[src/rtl/hazard_scoreboard_pkg.sv]
// Shared constants for the D-stage hazard unit.
//   TW_DEF        : default Tuse/Tnew width
//   REG_ZERO      : architectural $0, never a real destination
//   MULT/DIV_LAT  : default HI/LO occupancy after mult/div enters E
//   FWD_*         : forwarding select encodings (k+1 = slot k)
package hazard_scoreboard_pkg;
    localparam int TW_DEF       = 2;
    localparam int REG_ZERO     = 0;
    localparam int MULT_LAT_DEF = 5;
    localparam int DIV_LAT_DEF  = 10;

    localparam int FWD_RF = 0;
    localparam int FWD_E  = 1;
    localparam int FWD_M  = 2;
    localparam int FWD_W  = 3;
endpackage

[src/rtl/hazard_scoreboard_match.sv]
// Priority search of one source address over the in-flight destinations.
//   ra_i   : source register address
//   wa_i   : per-slot destination addresses (slot 0 = youngest, E)
//   tnew_i : per-slot remaining Tnew
//   hit_o  : some slot matches
//   slot_o : lowest (youngest) matching slot index
//   tnew_o : remaining Tnew of that slot
module hazard_match
    import hazard_scoreboard_pkg::*;
#(
    parameter int STAGES = 3,
    parameter int AW     = 5,
    parameter int TW     = TW_DEF,
    parameter int SW     = $clog2(STAGES + 1)
) (
    input  logic [AW-1:0]              ra_i,
    input  logic [STAGES-1:0][AW-1:0]  wa_i,
    input  logic [STAGES-1:0][TW-1:0]  tnew_i,
    output logic                       hit_o,
    output logic [SW-1:0]              slot_o,
    output logic [TW-1:0]              tnew_o
);
    // Scan oldest to youngest so the youngest match overwrites older ones.
    always_comb begin
        hit_o  = 1'b0;
        slot_o = '0;
        tnew_o = '0;
        for (int k = STAGES - 1; k >= 0; k--) begin
            if (ra_i != AW'(REG_ZERO) && wa_i[k] == ra_i) begin
                hit_o  = 1'b1;
                slot_o = SW'(k);
                tnew_o = tnew_i[k];
            end
        end
    end
endmodule

[src/rtl/hazard_scoreboard.sv]
// D-stage hazard unit: tracks in-flight destinations with remaining Tnew
// across STAGES downstream slots plus HI/LO unit occupancy, and produces
// the D-stage stall and per-source forwarding selects.
//   clk, reset        : clock, asynchronous active-high reset
//   d_valid           : D holds a valid instruction
//   d_tuse1/2, d_ra1/2: per-source Tuse and address
//   d_wa, d_tnew      : destination (0 = none) and its Tnew
//   d_mdu_class       : instruction touches HI/LO
//   d_mdu_start/div   : mult/div start, div qualifier
//   stall             : hold F/D, bubble into E
//   fwd_sel1/2        : 0 = register file, k = slot k-1
//   mdu_busy          : HI/LO counter nonzero
module hazard_scoreboard
    import hazard_scoreboard_pkg::*;
#(
    parameter int STAGES   = 3,
    parameter int AW       = 5,
    parameter int TW       = TW_DEF,
    parameter int MULT_LAT = MULT_LAT_DEF,
    parameter int DIV_LAT  = DIV_LAT_DEF,
    parameter int SW       = $clog2(STAGES + 1)
) (
    input  logic          clk,
    input  logic          reset,
    input  logic          d_valid,
    input  logic [TW-1:0] d_tuse1,
    input  logic [TW-1:0] d_tuse2,
    input  logic [AW-1:0] d_ra1,
    input  logic [AW-1:0] d_ra2,
    input  logic [AW-1:0] d_wa,
    input  logic [TW-1:0] d_tnew,
    input  logic          d_mdu_class,
    input  logic          d_mdu_start,
    input  logic          d_mdu_div,
    output logic          stall,
    output logic [SW-1:0] fwd_sel1,
    output logic [SW-1:0] fwd_sel2,
    output logic          mdu_busy
);
    localparam int CW = $clog2(DIV_LAT + 1);

    logic [STAGES-1:0][AW-1:0] wa_q, wa_d;
    logic [STAGES-1:0][TW-1:0] tnew_q, tnew_d;
    logic [CW-1:0]             cnt_q, cnt_d;
    logic                      pend_q, pend_d;

    logic          hit1, hit2;
    logic [SW-1:0] slot1, slot2;
    logic [TW-1:0] tn1, tn2;
    logic          stall_data, stall_mdu, issue;

    hazard_match #(.STAGES(STAGES), .AW(AW), .TW(TW), .SW(SW)) u_match1 (
        .ra_i(d_ra1), .wa_i(wa_q), .tnew_i(tnew_q),
        .hit_o(hit1), .slot_o(slot1), .tnew_o(tn1)
    );

    hazard_match #(.STAGES(STAGES), .AW(AW), .TW(TW), .SW(SW)) u_match2 (
        .ra_i(d_ra2), .wa_i(wa_q), .tnew_i(tnew_q),
        .hit_o(hit2), .slot_o(slot2), .tnew_o(tn2)
    );

    assign stall_data = d_valid && ((hit1 && tn1 > d_tuse1) || (hit2 && tn2 > d_tuse2));
    // pend_q covers the cycle where the MDU start sits in E.
    assign stall_mdu  = d_valid && d_mdu_class && (cnt_q != '0 || pend_q);
    assign stall      = stall_data | stall_mdu;
    assign issue      = d_valid && !stall;
    assign mdu_busy   = (cnt_q != '0);

    // A source can only stall on tnew > tuse, so tnew == 0 never coincides
    // with a stall caused by that source.
    assign fwd_sel1 = (hit1 && tn1 == '0) ? slot1 + SW'(1) : SW'(FWD_RF);
    assign fwd_sel2 = (hit2 && tn2 == '0) ? slot2 + SW'(1) : SW'(FWD_RF);

    always_comb begin
        wa_d      = '0;
        tnew_d    = '0;
        wa_d[0]   = issue ? d_wa   : '0;
        tnew_d[0] = issue ? d_tnew : '0;
        for (int k = 1; k < STAGES; k++) begin
            wa_d[k]   = wa_q[k-1];
            tnew_d[k] = (tnew_q[k-1] == '0) ? '0 : tnew_q[k-1] - TW'(1);
        end
    end

    always_comb begin
        pend_d = issue && d_mdu_start;
        if (issue && d_mdu_start)
            cnt_d = d_mdu_div ? CW'(DIV_LAT) : CW'(MULT_LAT);
        else if (cnt_q != '0)
            cnt_d = cnt_q - CW'(1);
        else
            cnt_d = '0;
    end

    always_ff @(posedge clk or posedge reset) begin
        if (reset) begin
            wa_q   <= '0;
            tnew_q <= '0;
            cnt_q  <= '0;
            pend_q <= 1'b0;
        end else begin
            wa_q   <= wa_d;
            tnew_q <= tnew_d;
            cnt_q  <= cnt_d;
            pend_q <= pend_d;
        end
    end
endmodule

[config.mk]
export PLATFORM = sky130hd
export DESIGN_NAME = hazard_scoreboard
export DESIGN_NICKNAME = d
export VERILOG_FILES = /design/src/rtl/hazard_scoreboard_pkg.sv /design/src/rtl/hazard_scoreboard_match.sv /design/src/rtl/hazard_scoreboard.sv
export SDC_FILE = /design/constraint.sdc
export NUM_CORES = 1
export LEC_CHECK = 0
export ABC_AREA = 0
export CORE_AREA = 2 2 62 58
export DETAILED_ROUTE_END_ITERATION = 7
export DIE_AREA = 0 0 64 60
export GPL_TIMING_DRIVEN = 0
export PLACE_DENSITY = 0.77
export SKIP_CTS_REPAIR_TIMING = 1
export SLEW_MARGIN = 20
export SYNTH_ARGS = -nofsm -noshare
export SYNTH_HDL_FRONTEND = slang
export SYNTH_SLANG_ARGS = --single-unit
[constraint.sdc]
create_clock -name clk -period 4.9 [get_ports clk]
set_input_delay 1.225 -clock clk [delete_from_list [all_inputs] [get_ports clk]]
set_output_delay 1.225 -clock clk [all_outputs]
set_load 0.01 [all_outputs]
[Yosys cells after proc, flatten, opt, wreduce, memory -nomap -nowiden]
Cells that the tools add are included.
Word-level totals
  bits in registers: 26
  input bits: 27
  output and inout bits: 6
  word-level logic and storage cells: 74
Cells by class
  add/subtract/negate cells: 5
  order comparisons: 2
  equality and inequality tests: 6
  mux-type cells: 27
  bitwise operators: 1
  reductions and logical operators: 25
Operators with widths (number)
  2-bit two-way mux: 17
  5-bit equality test: 6
  1-bit logical AND: 15
  4-bit two-way mux: 3
  5-bit nonzero test: 2
  2-bit logical NOT: 4
  1-bit two-way mux: 6
  5-bit two-way mux: 1
  2-bit by 1-bit adder with 2-bit output (second input constant): 2
  2-bit greater-than comparator: 2
  4-bit nonzero test: 1
  2-bit by 1-bit subtractor with 2-bit output (second input constant): 2
  4-bit by 1-bit subtractor with 4-bit output (second input constant): 1
  1-bit logical OR: 2
  1-bit logical NOT: 1
  1-bit bitwise OR: 1

[Logic depth before layout (Yosys ltp)]
  depth after elaboration: 14
  mapped depth: 14
  mapped depth without buffers: 13

[Hierarchy]
From an unflattened synthesis, not the netlist that was laid out.
Unflattened totals
  cells, all modules: 170
  area total of the unflattened synthesis: 1689.1 um2
By module, submodules not included
  hazard_scoreboard: times used 1, cells each 90, area each 1046.0 um2, sequential area each 650.6 um2
  hazard_match: times used 2, cells each 40, area each 321.6 um2, sequential area each 0.0 um2

[Worst setup path before layout]
No wires, ideal clock.
  path type: input -> output
  start point: input d_ra1[0]
  end point: output stall
  arrival time: 3.575 ns
  slack: 0.100 ns
  cell stages on the path: 12
  cells stage by stage: clkbuf_2 > xnor2_1 > nand3_1 > nor4_4 > a21oi_1 > a21oi_1 > inv_1 > ha_1 > a21oi_1 > o221ai_1 > and4_1 > nor2b_1
On the way
  word-level cells in the longest chain between the ends: 10
  elaborated cells on any way between the ends: 18
  classes of those cells: 1 x order compare; 3 x eq/ne; 6 x mux; 1 x bitwise; 7 x reduce/logical
RTL lines
  start: declaration: RTL line hazard_scoreboard.sv:28  | input logic [AW-1:0] d_ra1,
  5-bit equality test / 5-bit nonzero test (equally long branches): RTL line hazard_scoreboard_match.sv:29  | if (ra_i != AW'(REG_ZERO) && wa_i[k] == ra_i) begin
  1-bit logical AND: RTL line hazard_scoreboard_match.sv:29
  2-bit two-way mux (3 in a row): RTL line hazard_scoreboard_match.sv:29
  2-bit greater-than comparator: RTL line hazard_scoreboard.sv:62  | assign stall_data = d_valid && ((hit1 && tn1 > d_tuse1) || (hit2 && tn2 > d_tuse2));
  1-bit logical AND (*): RTL line hazard_scoreboard.sv:62
  1-bit logical OR (*): RTL line hazard_scoreboard.sv:62
  1-bit logical AND (*): RTL line hazard_scoreboard.sv:62
  1-bit bitwise OR (*): RTL line hazard_scoreboard.sv:65  | assign stall = stall_data | stall_mdu;
  end: declaration: RTL line hazard_scoreboard.sv:35  | output logic stall,
Every way passes the cells marked *; elsewhere a longest branch is shown, timed or not.

[Worst setup path in the final report]
  start point: input d_ra1[1]
  end point: output stall
The elaborated chain is that of the path after synthesis.

==> flow_summary.ini <==
[outcome]
outcome = finished clean

[layout]
areaGrowthSynthToFinish_pct = 41.34
mostFrequentLayoutCell = dfrtp_1
final_layout_size_suffix_gt1_frac = 0.2687
nFillCells = 237
antenna_cells = 0
layout_common_cells = dfrtp_1 (26), clkdlybuf4s50_1 (21), xor2_1 (17), xnor2_1 (12), nor2_1 (9)
final_nets = 233
fin_cells = 245

[floorplan]
initial_utilization = 0.4810
io_pins = 33
die_h_microns = 60
rows = 20
die_x_microns = 64
die_area_sq_mm = 0.003840
coreArea_sq_mm = 0.003228

[cts]
clk_pin_slew_ps = 140
cts_tree = done
htree_levels = 1
cts-root-buf = clkbuf_4
cts_buffer_depth = 2
cts_made_buffers = 3
clock_latency_ps = 320
numClockSinks = 26

[worst_setup_path]
crit_type = input pin to output pin
arrival_ps = 3650
crit_required_ps = 3670
end_kind = output pin
worstPathMaxFanout = 7
path_buf_inv = 2
path_common_cell = a21oi_4
crit_chain = clkbuf_2 > xnor2_1 > nand3_2 > nor4_4 > nor2b_4 > a21oi_4 > ha_4 > a21oi_4 > a21oi_4 > o221ai_2 > and4_4 > nor2b_1 > buf_2
start_kind = input pin
cpPeakStageDelay_ps = 510
cpMaxStageDelayCell = nor4_4
path_delay_family = simple AND/OR/NAND/NOR gates

[drt]
routed_wl_mm = 3.572
drc = 0
wl_per_cell_microns = 14.58
dr.pass1.iters = 4
num_vias = 1277
drt_iter0_markers = 63
routed_via_density = 5.212
antenna_left = 0

[timing]
period_minus_slack_ps = 4877
timing.final.crit_share = 0.9953
setup_slack_ps = 23.01
fin_skew_ps = 4.505
maxSlewViolCount = 0
slew_headroom = 0.3616
setup_viol = 0
hold_viol = 0
worstMarginPinSlew_ps = 956.5
timing.fmax_mhz = 205.0
rsz0062_at_grt = yes

[yosys]
yosysUniqueCellTypes = 36
syn_inst = 157
yosysSeqAreaShare = 0.4190
synth_edf_count = 0
async_flop_share = 1.000
ys.flop_type = dfrtp_1
mappedNetlistArea_sq_mm = 0.001553
syn_avg_cell_area_sq_um = 9.890
synth_warnings = 0
syn-num-nets = 188
ys_ff_latch = 26

[flow_run]
cap_viol_max_count = 0

[global_route]
grt_usage = 0.1948
grt_pass1_vias = 1269
grt-ovfl-total = 0
top_usage_layer = met2
grt_max_degree = 27
grt_antenna_before_repair = 0
use_met1 = 0.2527
grt_pass1_wl_mm = 5.768
grt_use_met2 = 0.3497
grt_use_met3 = 0.01695

[place]
gp_congestion = 0.8209
dp_hpwl_mm = 2.722
dp_slack_ps = -1231
port_buffers = 31
dp.cells = 232

[pwr]
pwr_density_cell_mw_per_mm2 = 297.8
leakage_nw = 1.021
peakVddDrop_uv = 212.4
p_total_w = 0.0006535

[min_path]
min_path_type = register to register
-- sequential cells by signal, summed over array words and instances (netlist names) --
| register | cells |
|---|---|
| wa_d | 10 |
| tnew_q | 6 |
| wa_q | 5 |
| cnt_q | 4 |
| pend_q | 1 |
-- logic make-up after synthesis --
logic type,count (synthesis),synth area share
xor+xnor,30,0.1692
buf+inv,10,0.02498
fa+ha+maj,4,0.03223
simple gates,61,0.2361
mux,5,0.03465
compound gates,21,0.08380
flops,26,0.4190
-- final timing paths --
| path | startpoint | cells after the start | to | slack, ps |
|---|---|---|---|---|
| min | wa_d[11] | 0 | wa_q[11] | 470 |
| min in group asynchronous | reset | 2 | tnew_q[1] | 1410 |
| max | d_ra1[1] | 13 | stall | 20 |
| min reg2reg | wa_d[11] | 0 | wa_q[11] | 470 |
| max in group asynchronous | reset | 2 | wa_d[11] | 2910 |
| max reg2reg | wa_d[6] | 12 | cnt_q[1] | 1870 |
-- through the flow --
stage | TNS [ps] | utilization | hold WS [ps] | instance area, sq um
after global placement | -1144 | 0.5942 | 426.9 | 1918
final | 0 | 0.6798 | 465.8 | 2195
after floorplan | 0 | - | 408.7 | 1553
after CTS | -1340 | 0.6105 | 464.3 | 1971
after global routing | -112.8 | 0.6798 | 482.3 | 2195
after detailed placement | -1319 | 0.5942 | 437.6 | 1918
-- power by group --
group	internal [W]	switching [W]
Sequential	0.000248	0.0000365
Clock	0.0000827	0.0000632
Combinational	0.000122	0.000101
-- final cells by class --
cell class	instances	area [sq um]	share of cell area
Clock inverter	1	30.03	0.01368
Multi-Input combinational cell	121	1010	0.4601
Timing Repair Buffer	40	385.4	0.1756
Sequential cell	26	650.6	0.2965
Inverter	9	33.78	0.01539
Buffer	1	7.507	0.003421
Tap cell	44	55.05	0.02509
Clock buffer	3	22.52	0.01026
-- metal layers --
layer,vias up,routed length [microns]
li1,633,-
met4,0,60
met5,-,0
met2,35,1762
met3,7,120
met1,602,1628
-- worst register-to-register path, stage by stage, from the launching register on --
cell and delay, ps:
dfrtp_1 470, xnor2_1 230, nand3_2 110, nor4_4 510
nor2b_4 260, a21oi_4 50, ha_4 300, a21oi_4 70
a21oi_4 170, o221ai_2 130, buf_4 150, nand3_2 140
mux2_2 350
-- synth_stat cells, types with 2 or more instances --
cell type	instances	area [sq um]
dfrtp_1	26	650.6
xor2_1	17	148.9
xnor2_1	13	113.9
a21oi_1	9	45.04
inv_1	9	33.78
nor2_1	9	33.78
nand2_1	8	30.03
nor3_1	8	40.04
and3_1	7	43.79
nand3_1	7	35.03
nor2b_1	5	31.28
ha_1	4	50.05
and2_1	3	18.77
mux2_2	3	33.78
o21ai_0	3	15.01
mux2i_1	2	20.02
nand4_1	2	12.51
o211ai_1	2	15.01
or3_1	2	12.51
or4_4	2	22.52
No activity file was read; power rests on OpenSTA's default activity.
